<file path="config.mk">
export PLATFORM = sky130hd
export DESIGN_NAME = fetch_prefetch
export DESIGN_NICKNAME = d
export VERILOG_FILES = /design/src/rtl/fetch_pkg.sv /design/src/rtl/fetch_fifo.sv /design/src/rtl/fetch_prefetch.sv
export SDC_FILE = /design/constraint.sdc
export NUM_CORES = 1
export LEC_CHECK = 0
export ABC_AREA = 1
export CORE_ASPECT_RATIO = 1.75
export CORE_MARGIN = 8
export CORE_UTILIZATION = 60
export CTS_BUF_LIST = sky130_fd_sc_hd__clkbuf_8
export DETAILED_ROUTE_END_ITERATION = 10
export PLACE_DENSITY = 0.86
export RECOVER_POWER = 25
export SYNTH_ARGS = -nofsm -noshare
export SYNTH_HDL_FRONTEND = slang
export SYNTH_HIERARCHICAL = 1
export SYNTH_SLANG_ARGS = --single-unit
export TNS_END_PERCENT = 5
</file>
<file path="constraint.sdc">
create_clock -name clk -period 11.38 [get_ports clk]
set_input_delay 1.138 -clock clk [delete_from_list [all_inputs] [get_ports clk]]
set_output_delay 1.138 -clock clk [all_outputs]
set_load 0.05 [all_outputs]
</file>
<file path="src/rtl/fetch_pkg.sv">
// Shared types and constants for the instruction fetch unit.
package fetch_pkg;

  typedef enum logic [1:0] {
    F_IDLE,
    F_REQ,
    F_DRAIN,
    F_FAULT
  } fetch_state_t;

  typedef struct packed {
    logic [31:0] pc;
    logic [31:0] ir;
  } fetch_entry_t;

  localparam logic [31:0] NOP_INSN = 32'h0000_0013;

endpackage

</file>
<file path="src/rtl/fetch_fifo.sv">
// Prefetch buffer: synchronous FIFO of {pc, ir} entries; flush beats push/pop.
module fetch_fifo
  import fetch_pkg::*;
#(
  parameter int unsigned DEPTH = 4
) (
  input  logic                       i_clk,
  input  logic                       i_rst_n,
  input  logic                       i_flush,
  input  logic                       i_push,
  input  fetch_entry_t               i_data,
  input  logic                       i_pop,
  output logic [$clog2(DEPTH):0]     o_count,
  output logic                       o_empty,
  output fetch_entry_t               o_head
);

  localparam int unsigned AW = $clog2(DEPTH);

  fetch_entry_t   r_mem [DEPTH];
  logic [AW-1:0]  r_wr_ptr;
  logic [AW-1:0]  r_rd_ptr;
  logic [AW:0]    r_count;

  // Pointer and occupancy bookkeeping; pointers wrap naturally at DEPTH.
  always_ff @(posedge i_clk or negedge i_rst_n) begin
    if (!i_rst_n) begin
      r_wr_ptr <= '0;
      r_rd_ptr <= '0;
      r_count  <= '0;
    end else if (i_flush) begin
      r_wr_ptr <= '0;
      r_rd_ptr <= '0;
      r_count  <= '0;
    end else begin
      if (i_push) r_wr_ptr <= r_wr_ptr + 1'b1;
      if (i_pop)  r_rd_ptr <= r_rd_ptr + 1'b1;
      case ({i_push, i_pop})
        2'b10:   r_count <= r_count + 1'b1;
        2'b01:   r_count <= r_count - 1'b1;
        default: r_count <= r_count;
      endcase
    end
  end

  // Entry storage; needs no reset since empty entries are never presented.
  always_ff @(posedge i_clk) begin
    if (i_push && !i_flush) r_mem[r_wr_ptr] <= i_data;
  end

  assign o_count = r_count;
  assign o_empty = (r_count == '0);
  assign o_head  = r_mem[r_rd_ptr];

endmodule

</file>
<file path="src/rtl/fetch_prefetch.sv">
// Instruction fetch unit: Wishbone classic read master feeding a prefetch
// buffer, with jump redirect, abandoned-read draining and sticky bus fault.
module fetch_prefetch
  import fetch_pkg::*;
#(
  parameter int unsigned DEPTH           = 4,
  parameter logic [31:0] PC_RESET_VECTOR = 32'h0000_0000,
  parameter logic [31:0] NOP_INSN        = fetch_pkg::NOP_INSN
) (
  input  logic        clk,
  input  logic        rst,
  output logic        wb_cyc_o,
  output logic        wb_stb_o,
  output logic        wb_we_o,
  output logic [31:0] wb_adr_o,
  output logic [31:0] wb_dat_o,
  input  logic [31:0] wb_dat_i,
  input  logic        wb_ack_i,
  input  logic        wb_err_i,
  output logic [31:0] PC_O,
  output logic [31:0] IR_O,
  output logic        execute,
  input  logic        ins_busy,
  input  logic        jump,
  input  logic [31:0] jump_target,
  output logic        fault
);

  localparam int unsigned   CW       = $clog2(DEPTH) + 1;
  localparam logic [CW-1:0] LP_DEPTH = CW'(DEPTH);

  fetch_state_t r_state;
  fetch_state_t w_state_nxt;
  logic [31:0]  r_fetch_pc;
  logic [31:0]  r_drain_adr;

  logic [CW-1:0] w_count;
  logic [CW-1:0] w_cnt_pop;
  logic          w_empty;
  fetch_entry_t  w_head;
  fetch_entry_t  w_push_entry;
  logic          w_push;
  logic          w_pop;
  logic          w_resp;
  logic [31:0]   w_target;

  assign w_resp       = wb_ack_i | wb_err_i;
  assign w_target     = jump_target & ~32'd3;
  assign w_pop        = !w_empty && !ins_busy && !jump;
  assign w_push       = (r_state == F_REQ) && wb_ack_i && !wb_err_i && !jump;
  assign w_cnt_pop    = w_count - CW'(w_pop);
  assign w_push_entry = {r_fetch_pc, wb_dat_i};

  fetch_fifo #(
    .DEPTH (DEPTH)
  ) u_fifo (
    .i_clk   (clk),
    .i_rst_n (rst),
    .i_flush (jump),
    .i_push  (w_push),
    .i_data  (w_push_entry),
    .i_pop   (w_pop),
    .o_count (w_count),
    .o_empty (w_empty),
    .o_head  (w_head)
  );

  // Fetch state register.
  always_ff @(posedge clk or negedge rst) begin
    if (!rst) r_state <= F_IDLE;
    else      r_state <= w_state_nxt;
  end

  // Next-state decision; jump dominates every other condition.
  always_comb begin
    w_state_nxt = r_state;
    case (r_state)
      F_IDLE: begin
        if (!jump && (w_cnt_pop < LP_DEPTH)) w_state_nxt = F_REQ;
      end
      F_REQ: begin
        if (jump)          w_state_nxt = w_resp ? F_REQ : F_DRAIN;
        else if (wb_err_i) w_state_nxt = F_FAULT;
        else if (wb_ack_i) w_state_nxt = ((w_cnt_pop + 1'b1) < LP_DEPTH) ? F_REQ : F_IDLE;
      end
      F_DRAIN: begin
        if (w_resp) w_state_nxt = F_REQ;
      end
      F_FAULT: begin
        if (jump) w_state_nxt = F_IDLE;
      end
      default: w_state_nxt = F_IDLE;
    endcase
  end

  // Fetch address tracking; the abandoned address is latched so the bus
  // stays stable while draining even though fetch_pc already moved on.
  always_ff @(posedge clk or negedge rst) begin
    if (!rst) begin
      r_fetch_pc  <= PC_RESET_VECTOR;
      r_drain_adr <= PC_RESET_VECTOR;
    end else begin
      if (jump)        r_fetch_pc <= w_target;
      else if (w_push) r_fetch_pc <= r_fetch_pc + 32'd4;
      if ((r_state == F_REQ) && jump && !w_resp) r_drain_adr <= r_fetch_pc;
    end
  end

  // Bus and execute-side outputs, all sourced from registers.
  always_comb begin
    wb_cyc_o = (r_state == F_REQ) || (r_state == F_DRAIN);
    wb_stb_o = wb_cyc_o;
    wb_we_o  = 1'b0;
    wb_dat_o = '0;
    wb_adr_o = (r_state == F_DRAIN) ? r_drain_adr : r_fetch_pc;
    fault    = (r_state == F_FAULT);
    execute  = !w_empty;
    PC_O     = w_empty ? r_fetch_pc : w_head.pc;
    IR_O     = w_empty ? NOP_INSN   : w_head.ir;
  end

endmodule

</file>
==> results by group, run 1 <==
Outcome
  – Outcome: complete, no violations

Min path
  – Hold Crit Class: flip-flop to flip-flop

Power and ir drop
  – Pwr Density: 228 nW/um2
  – Int Power: 2320 uW
  – Comb power frac: 39.2%
  – Peak supply drop: 0.224 mV
  – Sw frac: 41.0%
  – Clk pwr share: 23.0%
  – Sw power: 1610 uW
  – P_leak: 0.00656 uW
  – Sequential power share: 37.7%

Floorplan
  – Die W: 134 um
  – Ports: 203
  – Die H: 223 um
  – CORE AREA: 23900 um2
  – Rows: 75
  – Starting Density: 61.1%
  – Die area: 29800 um2

Setup path
  – CP top delay family: buffers and inverters
  – Number of cells on the critical path: 7
  – CP Class: flip-flop to output pin
  – Cells on worst reg2reg path: 9
  – Critical Path Sink: PC_O[10]
  – Worst R2R End: u_fifo/r_mem[1][33]
  – Startpoint types: flip-flop
  – CP peak stage delay: 0.91 ns
  – WP data arrival: 4.11 ns
  – Buf/Inv on CP: 3
  – CP max-delay cell: buf_4
  – Crit path cell chain: inv_4, buf_4, nor2_1, o22ai_1, nand2_1, o21ai_0, clkdlybuf4s50_1
  – R2R setup slack: 7.75 ns
  – Reg2reg start: r_state[1]
  – CP Capture Type: output pin
  – CP Launch Point: u_fifo/r_rd_ptr[0]
  – Worst-path fanout max: 104
  – WP data required: 10.24 ns

Logic synthesis
  – Count leader, synth: edfxtp_1
  – Register area share after synthesis: 64.4%
  – Yosys top cell area share: 52.6%
  – Mean Syn Cell Area: 10.3 um2
  – Netlist cell types: 35
  – Syn Inst Count: 1421
  – Mapped Area: 14600 um2
  – Synth area leaders: edfxtp_1, dfrtp_1, nand2_1
  – Yosys warning total: 6
  – Yosys top cell by area: edfxtp_1
  – Async SR Flop Fraction: 21.2%
  – Synth cell count leaders: edfxtp_1, nand2_1, nor2_1
  – #FFs+latches synth: 325
  – Synth Flop Type: edfxtp_1
  – Post-synth EDFFs: 256

Global routing
  – Total gr overflow: 0
  – All-Layer GR Usage: 24.2%
  – First-pass GRT wire length: 56900 um
  – Antenna violations before repair: 3
  – Vias in the first global route: 10900
  – Largest net degree at the start of global routing: 105

CTS
  – CTS root buf: clkbuf_8
  – Hold Buf Count CTS: 0
  – Clk sinks: 325
  – Htree depth: 2
  – CTS tree: done
  – Clock slew at reported path FFs: 0.06 ns
  – Clock latency on the worst-skew pair: 0.58 ns
  – Clock Tree Buf Depth: 3
  – Post-CTS Setup Bufs: 0
  – CTS resizes: 0
  – Num CTS Buffers: 44

Final layout
  – Util after Layout: 71.9%
  – Nets@finish: 1659
  – Synthesis-to-finish area growth: 17.7%
  – Share of layout cells above drive strength 1: 7.26%

Timing
  – Post-layout min period: 5.25 ns
  – Slew Limit Fails: 0
  – Hold Violations, Final: 0
  – Slew @ Worst Pin: 1.16 ns
  – Clk_skew: 0.0220 ns
  – RSZ-0062 raised after global routing: false
  – Relative max-transition margin: 22.9%
  – Final-report setup violation count: 0
  – Final worst-path cycle share: 46.1%
  – F_max: 191 MHz
  – TNS Setup: 0 ns

Routing
  – Post-route ant nets: 0
  – DRC: 0
  – Vias/cell: 5.62
  – Drt first pass iters: 5
  – Via count: 10800
  – Drt first-iter violations: 864
  – DRT Wirelength: 36300 um
  – DR WL/cell: 18.9 um

Place
  – PortBufs: 165
  – DP HPWL: 23200 um
  – Placer congestion estimate: 0.940

Job
  – Maxcap violations: 0
==> placed cells by master, fill, tap and decap left out, types with 11 or more instances in the layout <==
master / count
o21ai_1: 65
conb_1: 43
inv_2: 12
o21ai_0: 165
nor2_1: 222
xor2_1: 11
edfxtp_1: 256
inv_1: 97
dlygate4sd3_1: 17
nand3_1: 38
nand2_1: 252
dfrtp_1: 67
clkbuf_8: 52
o22ai_1: 65
clkdlybuf4s50_1: 147
buf_4: 12
==> metrics by stage <==
stage	hold slack [ns]	worst slack [ns]	instances	power, uW	cell area [um2]
floorplan	0.453	6.23	1463	2550	14800
global placement	0.466	6.41	1839	3020	16300
detailed placement	0.474	6.39	1839	3050	16300
CTS	0.490	6.13	1919	3960	17200
global route	0.514	5.96	1922	4100	17200
finish	0.488	6.13	1922	3930	17200
==> worst register-to-register path, cell delays in order, from the launching register on <==
cell     delay (ns)
dfrtp_1        0.42
inv_1          0.10
ha_1           0.24
nand2_2        0.13
inv_4          0.11
nand2_2        0.10
inv_2          0.37
nand2_1        0.36
nor2_4         0.70
buf_4          0.67
==> registers in the layout (all words and copies together) (netlist names) <==
register	flops
r_state	2
r_fetch_pc	30
u_fifo/r_wr_ptr	2
u_fifo/r_rd_ptr	2
u_fifo/o_count	3
u_fifo/r_mem	256
r_drain_adr	30
==> layout make-up <==
type	count	area [um2]
clock inverter	28	200
clock buffer	52	716
antenna	3	7.51
fill	1698	6720
inverter	101	384
timing repair buffer	177	1740
multi-input combinational	928	4360
tap	308	385
sequential	325	9420
==> worst min-delay path by stage <==
stage	endpoint	slack, ns	cells past startpoint	from
finish	r_drain_adr[12]	0.49	2	r_drain_adr[12]
floorplan	r_drain_adr[10]	0.45	2	r_drain_adr[10]
CTS	r_drain_adr[12]	0.49	2	r_drain_adr[12]
detailed placement	r_drain_adr[14]	0.47	2	r_drain_adr[14]
global route	r_drain_adr[10]	0.51	2	r_drain_adr[10]
global placement	r_drain_adr[13]	0.47	2	r_drain_adr[13]
==> layer usage <==
metal  up-vias  share of wire [%]  GRT usage, %  wire length [um]
met5         -                  0             0                 0
met4         0                3.9          12.2              1420
met3        86                6.7          3.66              2450
met2       457                 52          43.2             18900
met1      5147                 37          27.4             13600
li1       5106                  -             -                 -
==> cell families (layout without fill, tap and decap cells) <==
family,Yosys count,count (layout),synth area share [%]
compound gates,319,319,11.7
xor+xnor,13,13,0.779
fa+ha+maj,12,12,1.08
buf+inv,210,358,7.15
flops,325,325,64.4
other cells,1,46,0.0256
simple gates,541,541,14.8
==> power by group through the flow <==
stage               registers (uW)  clock network, uW  logic (uW)
floorplan                     1470                  0        1080
global placement              1500                  0        1530
detailed placement            1510                  0        1550
CTS                           1480                922        1550
global route                  1490                972        1630
finish                        1480                905        1540
Note: power is estimated with default switching activity, not from simulation.
==> inputs of run 2 (changes only) <==
Settings changed: CORE_UTILIZATION 60 to 57, PLACE_DENSITY 0.86 to 0.83.
Clock period 11.38 ns to 4.9 ns, I/O delays scaled along.
==> results by group, run 2 (same netlist as run 1, synthesis figures left out) <==
Routing
  – Drt first-iter violations: 895 (was 864)
  – Vias/cell: 5.62 (about the same)
  – DRC: 0 (unchanged)
  – Drt first pass iters: 6 (was 5)
  – Via count: 10900 (was 10800)
  – DR WL/cell: 18.6 um (was 18.9 um)
  – Post-route ant nets: 0 (unchanged)
  – DRT Wirelength: 36100 um (was 36300 um)

Timing
  – TNS Setup: 0 ns (unchanged)
  – Post-layout min period: 4.13 ns
  – Final worst-path cycle share: 84.3%
  – F_max: 242 MHz
  – Slew @ Worst Pin: 1.12 ns (was 1.16 ns)
  – Final-report setup violation count: 0 (unchanged)
  – Clk_skew: 0.0216 ns (was 0.0220 ns)
  – Slew Limit Fails: 0 (unchanged)
  – Hold Violations, Final: 0 (unchanged)
  – Relative max-transition margin: 25.3% (was 22.9%)
  – RSZ-0062 raised after global routing: false (unchanged)

Floorplan
  – Ports: 203 (unchanged)
  – Rows: 77 (was 75)
  – CORE AREA: 25200 um2 (was 23900 um2)
  – Die H: 228 um (was 223 um)
  – Starting Density: 57.9% (was 61.1%)
  – Die W: 137 um (was 134 um)
  – Die area: 31200 um2 (was 29800 um2)

Power and ir drop
  – Tot Pwr: 9150 uW (was 3930 uW)
  – Peak supply drop: 0.565 mV (was 0.224 mV)
  – P_leak: 0.00664 uW (was 0.00656 uW)
  – Pwr Density: 529 nW/um2 (was 228 nW/um2)

Place
  – Placed cell count: 1852 (was 1839)
  – Placer congestion estimate: 0.933 (was 0.940)
  – PortBufs: 165 (unchanged)
  – Post-placement cell area: 16300 um2 (about the same)
  – DP HPWL: 23100 um (was 23200 um)

Setup path
  – Buf/Inv on CP: 4 (was 3)
  – CP Capture Type: output pin (unchanged)
  – Startpoint types: flip-flop (unchanged)
  – CP peak stage delay: 0.82 ns (was 0.91 ns)
  – CP max-delay cell: clkdlybuf4s50_1 (was buf_4)
  – CP Class: flip-flop to output pin (unchanged)
  – CP top delay family: buffers and inverters (unchanged)
  – Worst-path fanout max: 74 (was 104)
  – Crit path cell chain: inv_4, buf_12, o21ai_0, o22ai_1, inv_1, nor2_1, clkdlybuf4s50_1 (was inv_4, buf_4, nor2_1, o22ai_1, nand2_1, o21ai_0, clkdlybuf4s50_1)
  – WP data required: 4.41 ns (was 10.24 ns)
  – WP data arrival: 3.64 ns (was 4.11 ns)

Final layout
  – Most frequent cells in the layout: edfxtp_1, nand2_1, nor2_1 (unchanged)
  – Share of layout cells above drive strength 1: 7.66% (was 7.26%)
  – Largest register FFs: 256 (unchanged)
  – Fillcell total: 1909 (was 1698)
  – Non-Filler Instances: 1937 (was 1922)
  – Nets@finish: 1664 (was 1659)
  – Final Cell Area: 17300 um2 (was 17200 um2)
  – Leading cell type in the layout, fill and taps excluded: edfxtp_1 (unchanged)
  – Largest registers: u_fifo/r_mem x256, r_drain_adr x30, r_fetch_pc x30 (unchanged)
  – Synthesis-to-finish area growth: 18.3% (was 17.7%)
  – Largest reg by FF count: u_fifo/r_mem (unchanged)

Global routing
  – Antenna violations before repair: 3 (unchanged)
  – Total gr overflow: 0 (unchanged)
  – Largest net degree at the start of global routing: 75 (was 105)
  – First-pass GRT wire length: 56100 um (was 56900 um)
  – All-Layer GR Usage: 22.9% (was 24.2%)
  – Vias in the first global route: 10800 (was 10900)

CTS
  – CTS tree: done (unchanged)
  – Htree depth: 2 (unchanged)
  – Clock slew at reported path FFs: 0.07 ns (was 0.06 ns)
  – CTS root buf: clkbuf_8 (unchanged)
  – Clock latency on the worst-skew pair: 0.57 ns (was 0.58 ns)
  – Num CTS Buffers: 44 (unchanged)
  – Post-CTS Setup Bufs: 0 (unchanged)
  – Hold Buf Count CTS: 0 (unchanged)
  – CTS resizes: 0 (unchanged)
  – Clk sinks: 325 (unchanged)
  – Clock Tree Buf Depth: 3 (unchanged)

Outcome
  – Outcome: complete, no violations (unchanged)

Job
  – Maxcap violations: 0 (unchanged)

Min path
  – Hold Crit Class: input pin to async pin (was flip-flop to flip-flop)
run 2: final timing paths:
path / from / to / slack, ns / depth (start not counted)
max: u_fifo/r_rd_ptr[0] / IR_O[7] / 0.77 / 7
min: rst / r_drain_adr[29] / 0.1 / 1
max reg2reg: r_state[1] / u_fifo/r_mem[3][24] / 1.85 / 9
min reg2reg: r_drain_adr[4] / r_drain_adr[4] / 0.48 / 2
max in group asynchronous: rst / r_drain_adr[12] / 3.78 / 2
min in group clk: r_drain_adr[4] / r_drain_adr[4] / 0.48 / 2
run 2: metrics by stage:
stage | util, % | setup WS (ns) | hold WS, ns
2_1_floorplan | - | 0.328 | 0.194
3_3_place_gp | 64.7 | 1.44 | 0.466
3_5_place_dp | 64.7 | 1.37 | 0.475
4_1_cts | 68.5 | 0.766 | 0.103
5_1_grt | 68.5 | 0.572 | 0.147
6_report | 68.5 | 0.769 | 0.0962
run 2: worst register-to-register path: cells and delay by family (launching register included):
kind	cells	cell delay, ns
fa+ha+maj	1	0.25
buf+inv	4	1.15
flops	1	0.42
simple gates	4	0.81
run 2: report_power, final:
| part | leakage (uW) | internal [uW] | switching [uW] |
|---|---|---|---|
| Clock | 0.000539 | 1160 | 968 |
| Combinational | 0.00294 | 1040 | 2540 |
| Sequential | 0.00316 | 3220 | 226 |
| Total | 0.00664 | 5420 | 3730 |
run 2: final cells by class:
type | count | area [um2] | share of cell area (%)
flip-flops and latches | 325 | 9420 | 54.5
repair buffers | 182 | 1790 | 10.3
well taps | 316 | 395 | 2.29
diodes | 3 | 7.51 | 0.0434
multi-input cells | 928 | 4360 | 25.2
clock inverters | 28 | 203 | 1.17
inverters | 101 | 384 | 2.22
clock buffers | 54 | 743 | 4.30
run 2: layer usage:
| layer | vias up | part of all wire (%) | track usage [%] |
|---|---|---|---|
| met4 | 0 | 3.8 | 10.6 |
| met2 | 487 | 53 | 41.2 |
| met5 | - | 0 | 0 |
| met3 | 86 | 7.0 | 2.79 |
| met1 | 5208 | 36 | 25.9 |
| li1 | 5108 | - | - |
